--- src/rtl/muldiv_pkg.sv ---
// ----------------------------------------------------------------------------
// muldiv_pkg
//   Shared constants for the iterative RV32M multiply/divide unit:
//   funct3 operation codes, FSM state encoding and the iteration-counter
//   width helper.
//   The divider datapath is built only when MULDIV_DIV_EN is defined.
// ----------------------------------------------------------------------------
package muldiv_pkg;

   // funct3 operation codes (RV32M, OP opcode with funct7 = 0000001)
   localparam logic [2:0] OP_MUL    = 3'b000;
   localparam logic [2:0] OP_MULH   = 3'b001;
   localparam logic [2:0] OP_MULHSU = 3'b010;
   localparam logic [2:0] OP_MULHU  = 3'b011;
   localparam logic [2:0] OP_DIV    = 3'b100;
   localparam logic [2:0] OP_DIVU   = 3'b101;
   localparam logic [2:0] OP_REM    = 3'b110;
   localparam logic [2:0] OP_REMU   = 3'b111;

   // FSM state encoding
   localparam logic [1:0] ST_IDLE = 2'b00;
   localparam logic [1:0] ST_CALC = 2'b01;
   localparam logic [1:0] ST_DONE = 2'b10;

   // Counter must hold 0..w-1
   function automatic int cnt_width(input int w);
      return (w > 1) ? $clog2(w) : 1;
   endfunction

   localparam int MULDIV_W_DEFAULT = 32;
   localparam int MULDIV_CNT_W     = cnt_width(MULDIV_W_DEFAULT);

endpackage

--- src/rtl/muldiv_div_core.sv ---
// ----------------------------------------------------------------------------
// muldiv_div_core
//   One combinational restoring-divide step on unsigned magnitudes.
//   The partial remainder is shifted left taking in the next dividend bit
//   (the MSB of the quotient register); if the result is >= divisor it is
//   reduced and a 1 is shifted into the quotient, otherwise a 0.
//   Only instantiated when MULDIV_DIV_EN is defined.
// Ports
//   rem       in   W  current partial remainder (always < divisor)
//   quo       in   W  quotient register, dividend bits shift out of the MSB
//   divisor   in   W  divisor magnitude (non-zero)
//   rem_next  out  W  partial remainder after this step
//   quo_next  out  W  quotient register after this step
// ----------------------------------------------------------------------------
module muldiv_div_core
   import muldiv_pkg::*;
#(
   parameter int W = MULDIV_W_DEFAULT
)
(
   input  logic [W-1:0] rem,
   input  logic [W-1:0] quo,
   input  logic [W-1:0] divisor,
   output logic [W-1:0] rem_next,
   output logic [W-1:0] quo_next
);

   logic [W:0]   shifted;
   logic [W-1:0] reduced;
   logic         ge;

   always_comb begin
      shifted = {rem, quo[W-1]};
      ge      = (shifted >= {1'b0, divisor});
      // When ge holds the true difference is < divisor, so the low W bits
      // of a modulo-2^W subtraction are exact.
      reduced = shifted[W-1:0] - divisor;
      rem_next = ge ? reduced : shifted[W-1:0];
      quo_next = {quo[W-2:0], ge};
   end

endmodule

--- src/rtl/muldiv_unit.sv ---
// ----------------------------------------------------------------------------
// muldiv_unit
//   Iterative radix-2 RV32M multiply/divide unit. Sits after the register
//   file read ports; its result/rd_out/we_out drive WD3/A3/WE3.
//   One product or quotient bit per cycle, start/busy/done handshake.
//   Build option: define MULDIV_DIV_EN to include DIV/DIVU/REM/REMU.
//   Without it, funct3[2]=1 completes one edge after start with result 0.
// Ports
//   CLK      in   1           clock, rising edge
//   rst      in   1           synchronous reset, active-high
//   start    in   1           request, sampled only while idle
//   funct3   in   3           operation select
//   rs1_val  in   DATA_WIDTH  operand A
//   rs2_val  in   DATA_WIDTH  operand B
//   rd_in    in   ADDR_WIDTH  destination register index
//   busy     out  1           operation in flight (through the done cycle)
//   done     out  1           one-cycle pulse, result valid
//   result   out  DATA_WIDTH  result, held until the next completion
//   rd_out   out  ADDR_WIDTH  latched destination index
//   we_out   out  1           register-file write enable (done, rd != 0)
// ----------------------------------------------------------------------------
module muldiv_unit
   import muldiv_pkg::*;
#(
   parameter int DATA_WIDTH = 32,
   parameter int ADDR_WIDTH = 5
)
(
   input  logic                  CLK,
   input  logic                  rst,
   input  logic                  start,
   input  logic [2:0]            funct3,
   input  logic [DATA_WIDTH-1:0] rs1_val,
   input  logic [DATA_WIDTH-1:0] rs2_val,
   input  logic [ADDR_WIDTH-1:0] rd_in,
   output logic                  busy,
   output logic                  done,
   output logic [DATA_WIDTH-1:0] result,
   output logic [ADDR_WIDTH-1:0] rd_out,
   output logic                  we_out
);

   localparam int W  = DATA_WIDTH;
   localparam int CW = cnt_width(W);
   localparam logic [CW-1:0] LAST_CNT = CW'(W - 1);

   // State and datapath registers. hi/lo form the 2W shift register:
   // multiply: {partial product high, multiplier shifting out}
   // divide:   {partial remainder, dividend in / quotient out}
   logic [1:0]            state_reg;
   logic [CW-1:0]         cnt_reg;
   logic [2:0]            op_reg;
   logic                  sa_reg;
   logic                  sb_reg;
   logic [W-1:0]          opnd_reg;   // multiplicand or divisor magnitude
   logic [W-1:0]          hi_reg;
   logic [W-1:0]          lo_reg;
   logic [W-1:0]          result_reg;
   logic [ADDR_WIDTH-1:0] rd_reg;

   // ---------------- operand decode at start ----------------
   logic         a_signed_in, b_signed_in;
   logic         sa_in, sb_in;
   logic [W-1:0] a_mag_in, b_mag_in;
   logic         special;
   logic [W-1:0] special_result;

   always_comb begin
      a_signed_in = (funct3 == OP_MULH) || (funct3 == OP_MULHSU) ||
                    (funct3 == OP_DIV)  || (funct3 == OP_REM);
      b_signed_in = (funct3 == OP_MULH) || (funct3 == OP_DIV) ||
                    (funct3 == OP_REM);
      sa_in    = a_signed_in && rs1_val[W-1];
      sb_in    = b_signed_in && rs2_val[W-1];
      // Most-negative value maps to itself, which is its correct unsigned
      // magnitude.
      a_mag_in = sa_in ? (~rs1_val + W'(1)) : rs1_val;
      b_mag_in = sb_in ? (~rs2_val + W'(1)) : rs2_val;
   end

`ifdef MULDIV_DIV_EN
   localparam logic [W-1:0] MOST_NEG = {1'b1, {(W-1){1'b0}}};
   logic div_by_zero;
   logic div_ovf;

   always_comb begin
      div_by_zero = (rs2_val == '0);
      div_ovf     = b_signed_in && (rs1_val == MOST_NEG) && (rs2_val == '1);
      special     = funct3[2] && (div_by_zero || div_ovf);
      if (!funct3[1]) begin
         // quotient: /0 -> all ones, overflow -> dividend
         special_result = div_by_zero ? '1 : rs1_val;
      end else begin
         // remainder: /0 -> dividend, overflow -> 0
         special_result = div_by_zero ? rs1_val : '0;
      end
   end
`else
   always_comb begin
      special        = funct3[2];
      special_result = '0;
   end
`endif

   // ---------------- one iteration step ----------------
   logic [W:0]   mul_sum;
   logic [W-1:0] mul_hi_next, mul_lo_next;
   logic [W-1:0] step_hi, step_lo;

   always_comb begin
      mul_sum     = {1'b0, hi_reg} + (lo_reg[0] ? {1'b0, opnd_reg} : '0);
      mul_hi_next = mul_sum[W:1];
      mul_lo_next = {mul_sum[0], lo_reg[W-1:1]};
   end

`ifdef MULDIV_DIV_EN
   logic [W-1:0] div_rem_next, div_quo_next;

   muldiv_div_core #(.W(W)) u_div_core (
      .rem      (hi_reg),
      .quo      (lo_reg),
      .divisor  (opnd_reg),
      .rem_next (div_rem_next),
      .quo_next (div_quo_next)
   );

   always_comb begin
      step_hi = op_reg[2] ? div_rem_next : mul_hi_next;
      step_lo = op_reg[2] ? div_quo_next : mul_lo_next;
   end
`else
   always_comb begin
      step_hi = mul_hi_next;
      step_lo = mul_lo_next;
   end
`endif

   // ---------------- sign fix and final select ----------------
   // Evaluated on the last step so the corrected result is registered on
   // the same edge that enters DONE.
   logic [2*W-1:0] prod, prod_fix;
   logic [W-1:0]   mul_res, final_res;

   always_comb begin
      prod     = {step_hi, step_lo};
      prod_fix = (sa_reg ^ sb_reg) ? (~prod + (2*W)'(1)) : prod;
      mul_res  = (op_reg[1:0] == 2'b00) ? prod_fix[W-1:0] : prod_fix[2*W-1:W];
   end

`ifdef MULDIV_DIV_EN
   logic [W-1:0] q_fix, r_fix;

   always_comb begin
      q_fix     = (sa_reg ^ sb_reg) ? (~step_lo + W'(1)) : step_lo;
      r_fix     = sa_reg ? (~step_hi + W'(1)) : step_hi;
      final_res = op_reg[2] ? (op_reg[1] ? r_fix : q_fix) : mul_res;
   end
`else
   always_comb begin
      final_res = op_reg[2] ? '0 : mul_res;
   end
`endif

   // ---------------- control FSM ----------------
   always_ff @(posedge CLK) begin
      if (rst) begin
         state_reg  <= ST_IDLE;
         cnt_reg    <= '0;
         op_reg     <= '0;
         sa_reg     <= 1'b0;
         sb_reg     <= 1'b0;
         opnd_reg   <= '0;
         hi_reg     <= '0;
         lo_reg     <= '0;
         result_reg <= '0;
         rd_reg     <= '0;
      end else begin
         case (state_reg)
            ST_IDLE: begin
               if (start) begin
                  op_reg <= funct3;
                  sa_reg <= sa_in;
                  sb_reg <= sb_in;
                  rd_reg <= rd_in;
                  if (special) begin
                     result_reg <= special_result;
                     state_reg  <= ST_DONE;
                  end else begin
                     cnt_reg   <= '0;
                     hi_reg    <= '0;
                     state_reg <= ST_CALC;
                     if (funct3[2]) begin
                        opnd_reg <= b_mag_in;
                        lo_reg   <= a_mag_in;
                     end else begin
                        opnd_reg <= a_mag_in;
                        lo_reg   <= b_mag_in;
                     end
                  end
               end
            end
            ST_CALC: begin
               hi_reg  <= step_hi;
               lo_reg  <= step_lo;
               cnt_reg <= cnt_reg + CW'(1);
               if (cnt_reg == LAST_CNT) begin
                  result_reg <= final_res;
                  state_reg  <= ST_DONE;
               end
            end
            ST_DONE: begin
               state_reg <= ST_IDLE;
            end
            default: begin
               state_reg <= ST_IDLE;
            end
         endcase
      end
   end

   always_comb begin
      busy   = (state_reg != ST_IDLE);
      done   = (state_reg == ST_DONE);
      we_out = done && (rd_reg != '0);
      result = result_reg;
      rd_out = rd_reg;
   end

endmodule

--- config.mk ---
export PLATFORM = sky130hd
export DESIGN_NAME = muldiv_unit
export DESIGN_NICKNAME = d
export VERILOG_FILES = /design/src/rtl/muldiv_pkg.sv /design/src/rtl/muldiv_div_core.sv /design/src/rtl/muldiv_unit.sv
export SDC_FILE = /design/constraint.sdc
export NUM_CORES = 1
export LEC_CHECK = 0
export BUFFER_PORTS_ARGS = -buffer_cell sky130_fd_sc_hd__buf_2
export CAP_MARGIN = 30
export CORE_ASPECT_RATIO = 1.2
export CORE_MARGIN = 1
export CORE_UTILIZATION = 65
export DETAILED_ROUTE_END_ITERATION = 8
export GPL_ROUTABILITY_DRIVEN = 0
export PLACE_DENSITY_LB_ADDON = 0.12
export SETUP_SLACK_MARGIN = 0.15
export SLEW_MARGIN = 20
export SYNTH_ARGS = -nofsm -noshare
export SYNTH_HDL_FRONTEND = slang
export SYNTH_SLANG_ARGS = --single-unit
--- constraint.sdc ---
create_clock -name CLK -period 8.4 [get_ports CLK]
set_clock_uncertainty 0.05 [all_clocks]
set_input_delay 0.84 -clock CLK [delete_from_list [all_inputs] [get_ports CLK]]
set_output_delay 0.84 -clock CLK [all_outputs]
set_load 0.005 [all_outputs]
After elaboration in Yosys (flattened, before gate mapping)

Index checks and enable logic that the tools add are counted.

Equality and inequality tests: 11
Bitwise logic cells: 5
Multiplexer cells: 23
Add/subtract/negate cells: 5
Reduce and logical (&&, ||, !) cells: 18

Operators by type and width:

| kind                                                 | number |
|---|---|
| 2-to-1 mux 32 bit                                    | 12 |
| case mux 32 bit (2 select lines)                     | 3 |
| adder 32 x 1 -> 32 bit (second input constant)       | 2 |
| adder 64 x 1 -> 64 bit (second input constant)       | 1 |
| 2-to-1 mux 64 bit                                    | 1 |
| NOT 32 bit                                           | 2 |
| NOT 64 bit                                           | 1 |
| adder 32 x 32 -> 33 bit                              | 1 |
| 2-to-1 mux 5 bit                                     | 2 |
| case mux 5 bit (2 select lines)                      | 1 |
| != test 2 bit (second input constant)                | 4 |
| equality test 3 bit (second input constant)          | 2 |
| 2-to-1 mux 2 bit                                     | 3 |
| AND reduction 3 bit                                  | 2 |
| adder 5 x 1 -> 5 bit (second input constant)         | 1 |
| equality test 5 bit (second input constant)          | 1 |
| logical OR 1 bit                                     | 5 |
| nonzero test 5 bit                                   | 1 |
| logical NOT 2 bit                                    | 2 |
| case mux 2 bit (2 select lines)                      | 1 |
| AND reduction 2 bit                                  | 2 |
| AND reduction 4 bit                                  | 1 |
| nonzero test 2 bit                                   | 2 |
| equality test 3 x 1 -> 1 bit (second input constant) | 1 |
| 6 further kinds                                      | 8 |

Logic and storage cells: 72
Flip-flop bits (word level): 145
Output and inout port bits: 40

Depth between registers and ports, before layout

Gate-level depths: netlist (run 1).

Depth after elaboration: 9
Mapped depth: 15
Gate-level depth less buffers: 13

Worst setup path before layout (run 1)

OpenSTA, ideal clock, no wires.

Path type: reg2reg
From: register lo_reg[0]
To: register result_reg[26] (netlist: result[26])
Data required time: 8.210 ns
Setup slack: 4.365 ns
Buffers on the path: 1
Arrival time: 3.845 ns
Clock period less this slack: 4.035 ns
Stages on the path, launching flop included: 15
Library setup time: 0.140 ns
Cell sequence: dfxtp_1 -> clkbuf_1 -> and2_1 -> ha_1 -> fa_1 -> a211o_1 -> a211o_1 -> a21o_1 -> a211oi_2 -> a2bb2oi_1 -> nand4bb_4 -> or4_4 -> o41ai_2 -> xor2_1 -> o221ai_1

Cells in the longest elaborated chain, start to end: 9

Ends and longest elaborated chain:

| element                              | RTL line           | text |
|---|---|---|
| start, declared                      | muldiv_unit.sv:57  | `logic [W-1:0] lo_reg;` |
| start signal, assigned               | muldiv_unit.sv:194 | `lo_reg <= a_mag_in;` |
| start signal, assigned               | muldiv_unit.sv:197 | `lo_reg <= b_mag_in;` |
| start signal, assigned               | muldiv_unit.sv:204 | `lo_reg <= step_lo;` |
| 2-to-1 mux 32 bit (*)                | muldiv_unit.sv:111 | `mul_sum = {1'b0, hi_reg} + (lo_reg[0] ? {1'b0, opnd_reg} : '0);` |
| adder 32 x 32 -> 33 bit (*)          | muldiv_unit.sv:111 |  |
| NOT 64 bit                           | muldiv_unit.sv:146 | `prod_fix = (sa_reg ^ sb_reg) ? (~prod + (2*W)'(1)) : prod;` |
| adder 64 x 1 -> 64 bit               | muldiv_unit.sv:146 |  |
| 2-to-1 mux 64 bit (*)                | muldiv_unit.sv:146 |  |
| 2-to-1 mux 32 bit (*)                | muldiv_unit.sv:147 | `mul_res = (op_reg[1:0] == 2'b00) ? prod_fix[W-1:0] : prod_fix[2*W-1:W];` |
| 2-to-1 mux 32 bit (*)                | muldiv_unit.sv:160 | `final_res = op_reg[2] ? '0 : mul_res;` |
| 2-to-1 mux 32 bit (*)                | muldiv_unit.sv:206 | `if (cnt_reg == LAST_CNT) begin` |
| case mux 32 bit (2 select lines) (*) | muldiv_unit.sv:178 | `case (state_reg)` |
| end signal, assigned                 | muldiv_unit.sv:186 | `result_reg <= special_result;` |
| end signal, assigned                 | muldiv_unit.sv:207 | `result_reg <= final_res;` |
| end, declared                        | muldiv_unit.sv:58  | `logic [W-1:0] result_reg;` |

Every way passes the cells marked *; elsewhere a longest branch is shown, timed or not. The select of a mux whose other input is x is not followed.
A chain may end at the register's enable or synchronous reset.

Final worst setup path (run 1)

Ends and elaborated chain as after synthesis.

==> impl_metrics.ini, run 1 <==
[run_status]
status = completed

[clock_tree]
htree_levels = 4
clkSinkCount = 145
postCtsSetupRepairBufs = 0
cts_max_path_buffers = 2
cts_tree = done
cts.clk_slew.worst_paths_ns = 0.07
cts_resized = 0
cts-root-buf = clkbuf_16
cts-buffers-inserted = 17
insertion_delay_ns = 0.43
ctsHoldBuffers = 0

[place]
numPortBuffers = 114
hpwl_um = 21700
placed_area_um2 = 11100
dp.cells = 1607

[worst_setup_path]
crit_type = flop to flop
worstPathMaxFanout = 22
worst_setup_path_start_kind = flop
slowest_delay_ns = 0.51
crit_path_cell_trace = buf_8 -> and2_1 -> ha_1 -> fa_1 -> a211o_1 -> a211o_1 -> a211oi_1 -> o31ai_1 -> and3_2 -> a211o_1 -> or4_4 -> o41ai_2 -> xor2_1 -> o221ai_1
endpoint_kind = flop
slowest_stage = or4_4
crit_top_cell = a211o_1
r2r_start = lo_reg[0]
crit_required_ns = 8.64
critPathArrivalTime_ns = 4.77
startpoint = lo_reg[0]

[layout]
n_antenna_cell = 0
final_area_um2 = 11700
areaGrowthSynthToFinish_pct = 11.1
num-fill-cells = 1287
instances_no_fill = 1641
num-nets-final = 1533
drive_gt1_share_pct = 14.4

[logic_synthesis]
synthArstFlopShare_pct = 0
synth_nets = 1472
synth.cell_area_um2 = 10500
synth-edff-count = 0
synth_flop_cell = dfxtp_1
syn_inst = 1359
synth_cell_types = 89
ys_ff_latch = 145
yosysWarnings = 0
synth_area_per_cell_um2 = 7.73
seq_area_frac_synth_pct = 27.6

[floorplan]
core_area_um2 = 15700
rows = 50
start_util_pct = 66.9
dieHeight_um = 141
io_pins = 115
dieWidth_um = 118
fp.dieArea_um2 = 16700

[power]
intPower_mw = 1.24
swShare_pct = 32.1
power_density_nw_per_um2 = 156
power_frac_comb_pct = 19.2
p_sw_uw = 587
irDropWorstVdd_v = 0.000139
pwr-share-clk_pct = 40.0
seq_power_share_pct = 40.8
p_leak_nw = 4.71

[drt]
drt_iter0_drc = 1140
ant_nets = 0
drt-pass1-iter-count = 7
vias = 10600
via_per_inst = 6.46
routed_wl_um = 29700
drcViolationCount = 0
avgRoutedWirePerCell_um = 18.1

[global_routing]
grt_overflow = 0
track_usage_pct = 35.1
grt_pass1_vias = 9624
grt_pass1_wl_um = 47300
grt_max_degree = 100
antenna_found_initial = 0

[sta]
finalSetupViolCount = 0
hold_viol = 0
relSlewSlack_pct = 35.6
fin_tns_setup_ns = 0
fmax_ghz = 0.221
fin_crit_sh_pct = 53.9
period_needed_ns = 4.53
worstMarginPinSlew_ns = 0.954
rsz0062_at_grt = false
slew_violations = 0

[hold_path]
hp-class = flop to flop
holdCritStartpoint = result[4]

[flow_run]
maxCapViolCount = 0
==> synthesized netlist by cell type (6+ instances only) <==
| library cell | number | area share, % |
|---|---|---|
| a211oi_1 | 29 | 2.1 |
| nand4_1 | 10 | 0.60 |
| buf_1 | 9 | 0.32 |
| a222oi_1 | 31 | 3.0 |
| o21a_1 | 8 | 0.57 |
| o31ai_1 | 20 | 1.4 |
| o21bai_1 | 8 | 0.57 |
| or3_1 | 14 | 0.83 |
| o211ai_1 | 17 | 1.2 |
| nand2_1 | 127 | 4.5 |
| nor2_1 | 186 | 6.6 |
| o21ai_0 | 55 | 2.6 |
| dfxtp_1 | 145 | 28 |
| inv_1 | 28 | 1.0 |
| mux2i_1 | 9 | 0.86 |
| xor2_1 | 63 | 5.2 |
| ha_1 | 37 | 4.4 |
| o41ai_1 | 7 | 0.58 |
| and2_1 | 43 | 2.6 |
| a31oi_1 | 11 | 0.65 |
| nand3_1 | 20 | 0.95 |
| and4_1 | 6 | 0.50 |
| or4_1 | 14 | 1.0 |
| clkbuf_1 | 61 | 2.2 |
| nor2b_1 | 7 | 0.42 |
| a311oi_1 | 6 | 0.50 |
| a22oi_1 | 34 | 2.4 |
| nand2b_1 | 8 | 0.48 |
| o221ai_1 | 11 | 0.92 |
| xnor2_1 | 70 | 5.8 |
| a21o_1 | 9 | 0.64 |
| a21oi_1 | 107 | 5.1 |
| nor4_1 | 15 | 0.89 |
| nor3_1 | 30 | 1.4 |
==> placed cells by master, fill, tap and decap left out, drive strengths merged, types with 9 or more instances in the layout <==
cell type  Yosys  final
a21o          11     11
o221ai        12     12
inv           28     35
mux2i          9      9
o31ai         20     20
nand2        127    127
nand4         10     10
and4           9      9
and3           9      9
clkbuf        63     18
nor2         186    186
nor3          30     30
buf           19    125
nor4          17     17
nand3         20     20
a31oi         11     11
o211ai        18     18
xnor2         70     70
a222oi        31     31
o21ai         62     62
or3           17     17
a21oi        109    109
a22oi         35     35
xor2          63     63
and2          45     45
dfxtp        145    145
o41ai          9      9
ha            37     37
a211oi        31     31
or4           15     15
==> kinds of logic after synthesis <==
logic type               Yosys count  synth area share, %
adder cells (fa/ha/maj)           38                 4.59
flip-flops                       145                 27.6
AND/OR/NAND/NOR                  514                 23.7
multiplexers                      10                0.964
AO/OA/AOI/OAI                    408                 27.4
XOR/XNOR                         133                 11.1
buffers and inverters            111                 4.62
==> through the flow <==
step           setup WS (ns)  util, %  power, mW  hold WS (ns)
2_1_floorplan           4.36        -      0.999         0.386
3_5_place_dp            3.75     70.6       1.10         0.392
6_report                3.87     74.4       1.83         0.401
3_3_place_gp            3.93     70.5       1.09         0.386
4_1_cts                 3.71     74.2       1.82         0.401
5_1_grt                 3.65     74.4       1.90         0.431
==> worst max-delay path, delay by kind of cell (launching register included) <==
kind	cells	cell delay [ns]
buffers and inverters	1	0.22
AND/OR/NAND/NOR	3	0.91
adder cells (fa/ha/maj)	2	0.69
flip-flops	1	0.44
XOR/XNOR	1	0.18
AO/OA/AOI/OAI	7	1.88
==> area by class of cell <==
class                           count  area (um2)  area share, %
Inverter                           28         105          0.900
Tap cell                          208         260           2.23
Clock inverter                     14         124           1.06
Multi-Input combinational cell   1103        7170           61.4
Clock buffer                       18         439           3.76
Sequential cell                   145        2900           24.9
Timing Repair Buffer              125         676           5.79
==> layer usage <==
layer | part of all wire, % | GRT usage [%] | wire [um] | vias up
met2 | 47 | 58.8 | 14100 | 442
met5 | 0 | 0 | 0 | -
li1 | - | - | - | 5123
met3 | 6.6 | 5.39 | 1960 | 73
met4 | 5.4 | 20.1 | 1590 | 0
met1 | 41 | 42.9 | 12000 | 4957
==> final timing paths <==
path | cells past startpoint | slack, ns | end
worst min-delay path | 2 | 0.40 | result[4]
worst max register to register | 14 | 3.87 | result[26]
worst max-delay path | 14 | 3.87 | result[26]
worst min register to register | 2 | 0.40 | result[4]
==> power by group through the flow <==
stage | logic (mW) | registers [mW] | clock network [mW]
6_report | 0.351 | 0.745 | 0.731
5_1_grt | 0.387 | 0.747 | 0.764
4_1_cts | 0.343 | 0.745 | 0.730
3_5_place_dp | 0.340 | 0.761 | 0
3_3_place_gp | 0.333 | 0.760 | 0
2_1_floorplan | 0.255 | 0.744 | 0
Note: power is estimated with default switching activity, not from simulation.
==> inputs of run 2 (changes only) <==
CORE_UTILIZATION = 54   (was 65)
clock period = 4 ns   (was 8.4 ns; I/O delays follow)
==> run 2 against run 1 <==
Against the previous run: worst setup slack lost 3.7 ns; die area up 20%; hold slack got worse by 0.26 ns; critical path depth decreased by 1; critical endpoint unchanged; final cell count is 9.6% higher; highest routed layer unchanged; combinational power up 130%; global-route usage down 3.1 points; core utilization is 6.3 points lower.
==> impl_metrics.ini, run 2 (synthesis gave the netlist of run 1 again) <==
[clock_tree]
cts.clk_slew.worst_paths_ns = 0.07
cts_max_path_buffers = 2
cts-buffers-inserted = 17
cts-root-buf = clkbuf_16
clkSinkCount = 145
insertion_delay_ns = 0.43
htree_levels = 4
cts_tree = done

[worst_setup_path]
crit_type = flop to flop
critPathArrivalTime_ns = 4.10
worstPathMaxFanout = 9
endpoint_kind = flop
worst_setup_path_start_kind = flop
reg2reg_depth = 13
crit_required_ns = 4.24

[place]
dp_slack_ns = -0.0568
placed_area_um2 = 11900
hpwl_um = 23600
dp.cells = 1754
numPortBuffers = 114

[floorplan]
rows = 55
io_pins = 115
dieWidth_um = 129
fp.dieArea_um2 = 20000
start_util_pct = 55.3
core_area_um2 = 19000
dieHeight_um = 155

[hold_path]
hp-class = input pin to flop
whs_path_depth = 3

[flow_run]
maxCapViolCount = 0

[power]
p_leak_nw = 5.27
intPower_mw = 2.71
pwr-share-clk_pct = 40.6
power_frac_comb_pct = 20.1
p_sw_mw = 1.28
power_density_nw_per_um2 = 308
seq_power_share_pct = 39.3
p_total_mw = 3.98
swShare_pct = 32.0
irDropWorstVdd_v = 0.000289

[layout]
fin_util_pct = 68.1
drive_gt1_share_pct = 23.5
final_area_um2 = 12900
n_antenna_cell = 0
final_cell_mix = nor2_1, dfxtp_1, nand2_1
num-fill-cells = 1663
instances_no_fill = 1798
areaGrowthSynthToFinish_pct = 23.1
layout_commonest_cell = nor2_1
num-nets-final = 1642

[sta]
hold_viol = 0
fmax_ghz = 0.259
fin_crit_sh_pct = 96.5
worstMarginPinSlew_ns = 0.893
fin_ws_ns = 0.141
finalSetupViolCount = 0
period_needed_ns = 3.86
slew_violations = 0
relSlewSlack_pct = 40.4
rsz0062_at_grt = true

[drt]
vias = 11100
drt_iter0_drc = 932
via_per_inst = 6.16
drt-pass1-iter-count = 7
ant_nets = 0
avgRoutedWirePerCell_um = 17.8
drcViolationCount = 0
routed_wl_um = 31900

[run_status]
status = completed

[global_routing]
grt_pass1_wl_um = 50800
grt_overflow = 0
grt_pass1_vias = 10100
grt_max_degree = 75
antenna_found_initial = 0
track_usage_pct = 31.9
run 2: layout make-up:
type / count / area (um2) / area share (%)
clock buffers: 17 / 425 / 3.29
clock inverters: 15 / 165 / 1.28
inverters: 28 / 105 / 0.812
multi-input cells: 1103 / 7500 / 57.9
flip-flops and latches: 145 / 2910 / 22.5
well taps: 256 / 320 / 2.48
repair buffers: 234 / 1520 / 11.7
run 2: final timing paths:
path	startpoint	endpoint	slack [ns]
max	lo_reg[0]	result[26]	0.14
min	rd_in[3]	rd_out[3]	0.15
max reg2reg	lo_reg[0]	result[26]	0.14
min reg2reg	result[12]	result[12]	0.40
run 2: through the flow:
step / TNS [ns] / hold WS [ns]
CTS: 0 / 0.140
finish: 0 / 0.146
floorplan: 0 / 0.386
global placement: -0.0163 / 0.387
detailed placement: -0.110 / 0.390
global route: 0 / 0.148
run 2: power groups by stage:
| stage | Combinational (mW) | Clock (mW) | Sequential [mW] |
|---|---|---|---|
| global placement | 0.760 | 0 | 1.60 |
| global route | 0.882 | 1.68 | 1.57 |
| floorplan | 0.535 | 0 | 1.56 |
| CTS | 0.783 | 1.62 | 1.56 |
| finish | 0.801 | 1.62 | 1.56 |
| detailed placement | 0.767 | 0 | 1.60 |
run 2: worst max-delay path, cell delays in order, from the launching register on:
cell and delay (ns):
dfxtp_4 0.37, buf_4 0.17, and2_1 0.19, ha_4 0.23
and3_4 0.19, and3_4 0.18, a221o_1 0.36, a211o_1 0.34
a211o_1 0.28, a211o_1 0.32, or4_4 0.46, o41ai_4 0.23
xor2_1 0.21, o221ai_1 0.14
run 2: what timing repair did:
item / CTS / global route
hold buffers: 0 / 0
setup buffers: 9 / 3
pin swaps: 9 / 18
resized for setup: 14 / 46
endpoints found under the setup margin: 14 / 20
run 2: routing by layer:
layer / track usage [%] / wire (um)
met1: 40.0 / 13400
met2: 52.9 / 15300
met3: 4.05 / 1740
met4: 17.1 / 1540
met5: 0 / 0
==> inputs of run 3 (changes only) <==
CORE_UTILIZATION = 50   (was 54)
TNS_END_PERCENT = 50   (was not set)
==> run 3 against run 2 <==
Against the previous run: via count fell by 5.0%; fmax fell by 0.76%; first-iteration DRC count fell by 0.11%; final area fell by 3.2%; clock-buffer cell count did not move; die area rose by 7.9%; register-to-register slack got worse by 0.03 ns; combinational power barely moved; final cell count fell by 1.7%; largest cell class unchanged; highest routed layer unchanged.
==> impl_metrics.ini, run 3 (synthesis gave the netlist of run 1 again) <==
[run_status]
status = completed

[worst_setup_path]
worstPathMaxFanout = 17
worst_setup_path_start_kind = flop
crit_required_ns = 4.24
reg2reg_slack_ns = 0.11
critPathArrivalTime_ns = 4.13
crit_end = result[26]
rr_endpoint = result[26]
crit_type = flop to flop
r2r_start = lo_reg[0]
reg2reg_depth = 13
startpoint = lo_reg[0]
endpoint_kind = flop

[power]
pwr-share-clk_pct = 40.3
power_frac_comb_pct = 20.2
power_density_nw_per_um2 = 315
p_leak_nw = 5.07
irDropWorstVdd_v = 0.000251
intPower_mw = 2.65
swShare_pct = 32.9
p_sw_mw = 1.30
seq_power_share_pct = 39.5

[layout]
n_antenna_cell = 0
final_area_um2 = 12500
num-fill-cells = 1895
final_cell_mix = nor2_1, dfxtp_1, nand2_1
instances_no_fill = 1767
areaGrowthSynthToFinish_pct = 19.2
layout_commonest_cell = nor2_1
num-nets-final = 1602
drive_gt1_share_pct = 20.3

[floorplan]
rows = 57
start_util_pct = 51.5
dieWidth_um = 134
dieHeight_um = 161
io_pins = 115
core_area_um2 = 20400
fp.dieArea_um2 = 21600

[clock_tree]
cts_tree = done
clkSinkCount = 145
cts-root-buf = clkbuf_16
cts_max_path_buffers = 2
cts.clk_slew.worst_paths_ns = 0.08
cts-buffers-inserted = 17
htree_levels = 4
insertion_delay_ns = 0.44

[hold_path]
hp-class = input pin to flop

[global_routing]
grt-busiest-layer = met2
grt_pass1_wl_um = 49300
grt_pass1_vias = 9614
track_usage_pct = 28.8
grt_overflow = 0
grt_max_degree = 97
grt_use_met2_pct = 46.3
use_met3_pct = 3.82
antenna_found_initial = 0
grt_util_met1_pct = 36.9

[drt]
drt_iter0_drc = 931
drt-pass1-iter-count = 7
routed_wl_um = 30900
drcViolationCount = 0
via_per_inst = 5.95
avgRoutedWirePerCell_um = 17.5
ant_nets = 0
vias = 10500

[sta]
hold_ws_ns = 0.140
fin_tns_setup_ns = 0
hold_viol = 0
finalSetupViolCount = 0
relSlewSlack_pct = 41.5
period_needed_ns = 3.89
worstMarginPinSlew_ns = 0.878
fmax_ghz = 0.257
fin_crit_sh_pct = 97.2
rsz0062_at_grt = true
slew_violations = 0

[place]
placed_area_um2 = 11700
hpwl_um = 23600
numPortBuffers = 114
dp.cells = 1728

[flow_run]
maxCapViolCount = 0
[run 3: final cells by class]
cell class	count	area (um2)	share of cell area, %
sequential	145	2900	23.2
multi-input combinational	1103	7370	58.9
inverter	28	105	0.839
clock inverter	15	154	1.23
timing repair buffer	194	1230	9.86
tap	265	332	2.65
clock buffer	17	425	3.40
[run 3: worst max-delay path: stages (launching register included)]
cell and delay (ns):
dfxtp_2 0.34, buf_12 0.15, and2_4 0.17, fa_2 0.37
a211o_1 0.36, a211o_1 0.37, a211oi_2 0.29, o31ai_2 0.13
and3_4 0.19, a211o_1 0.24, or4_4 0.57, o41ai_4 0.22
xor2_1 0.18, o221ai_1 0.12
[run 3: through the flow]
stage	power (mW)	setup WS [ns]	utilization, %
2_1_floorplan	2.10	0.136	-
3_3_place_gp	2.36	0.129	57.2
3_5_place_dp	2.37	0.0768	57.3
4_1_cts	3.96	0.0488	60.5
5_1_grt	4.12	0.0296	61.4
6_report	3.95	0.111	61.4
[run 3: worst min-delay path by stage]
stage / start / end / depth (start not counted)
CTS: rd_in[0] / rd_out[0] / 3
global route: rd_in[0] / rd_out[0] / 3
global placement: result[12] / result[12] / 2
detailed placement: result[9] / result[9] / 2
finish: rd_in[0] / rd_out[0] / 3
floorplan: op_reg[2] / op_reg[2] / 2
[run 3: timing repair]
action                                  CTS  global route
hold buffers                              0             0
endpoints found under the hold margin     0             0
gates cloned                              0             0
pin swaps                                 6            16
setup buffers                             2             3
gates resized for setup                   6            23
endpoints found under the setup margin    3            11
[run 3: power by group through the flow]
stage | Combinational (mW) | Sequential (mW) | Clock [mW]
2_1_floorplan | 0.535 | 1.56 | 0
3_3_place_gp | 0.768 | 1.59 | 0
3_5_place_dp | 0.780 | 1.59 | 0
4_1_cts | 0.785 | 1.56 | 1.61
5_1_grt | 0.882 | 1.57 | 1.67
6_report | 0.798 | 1.56 | 1.59
[run 3: routing by layer]
layer | vias up | wire length (um)
met2 | 321 | 14400
met4 | 0 | 1640
li1 | 5262 | -
met1 | 4847 | 13500
met5 | - | 0
met3 | 82 | 1420
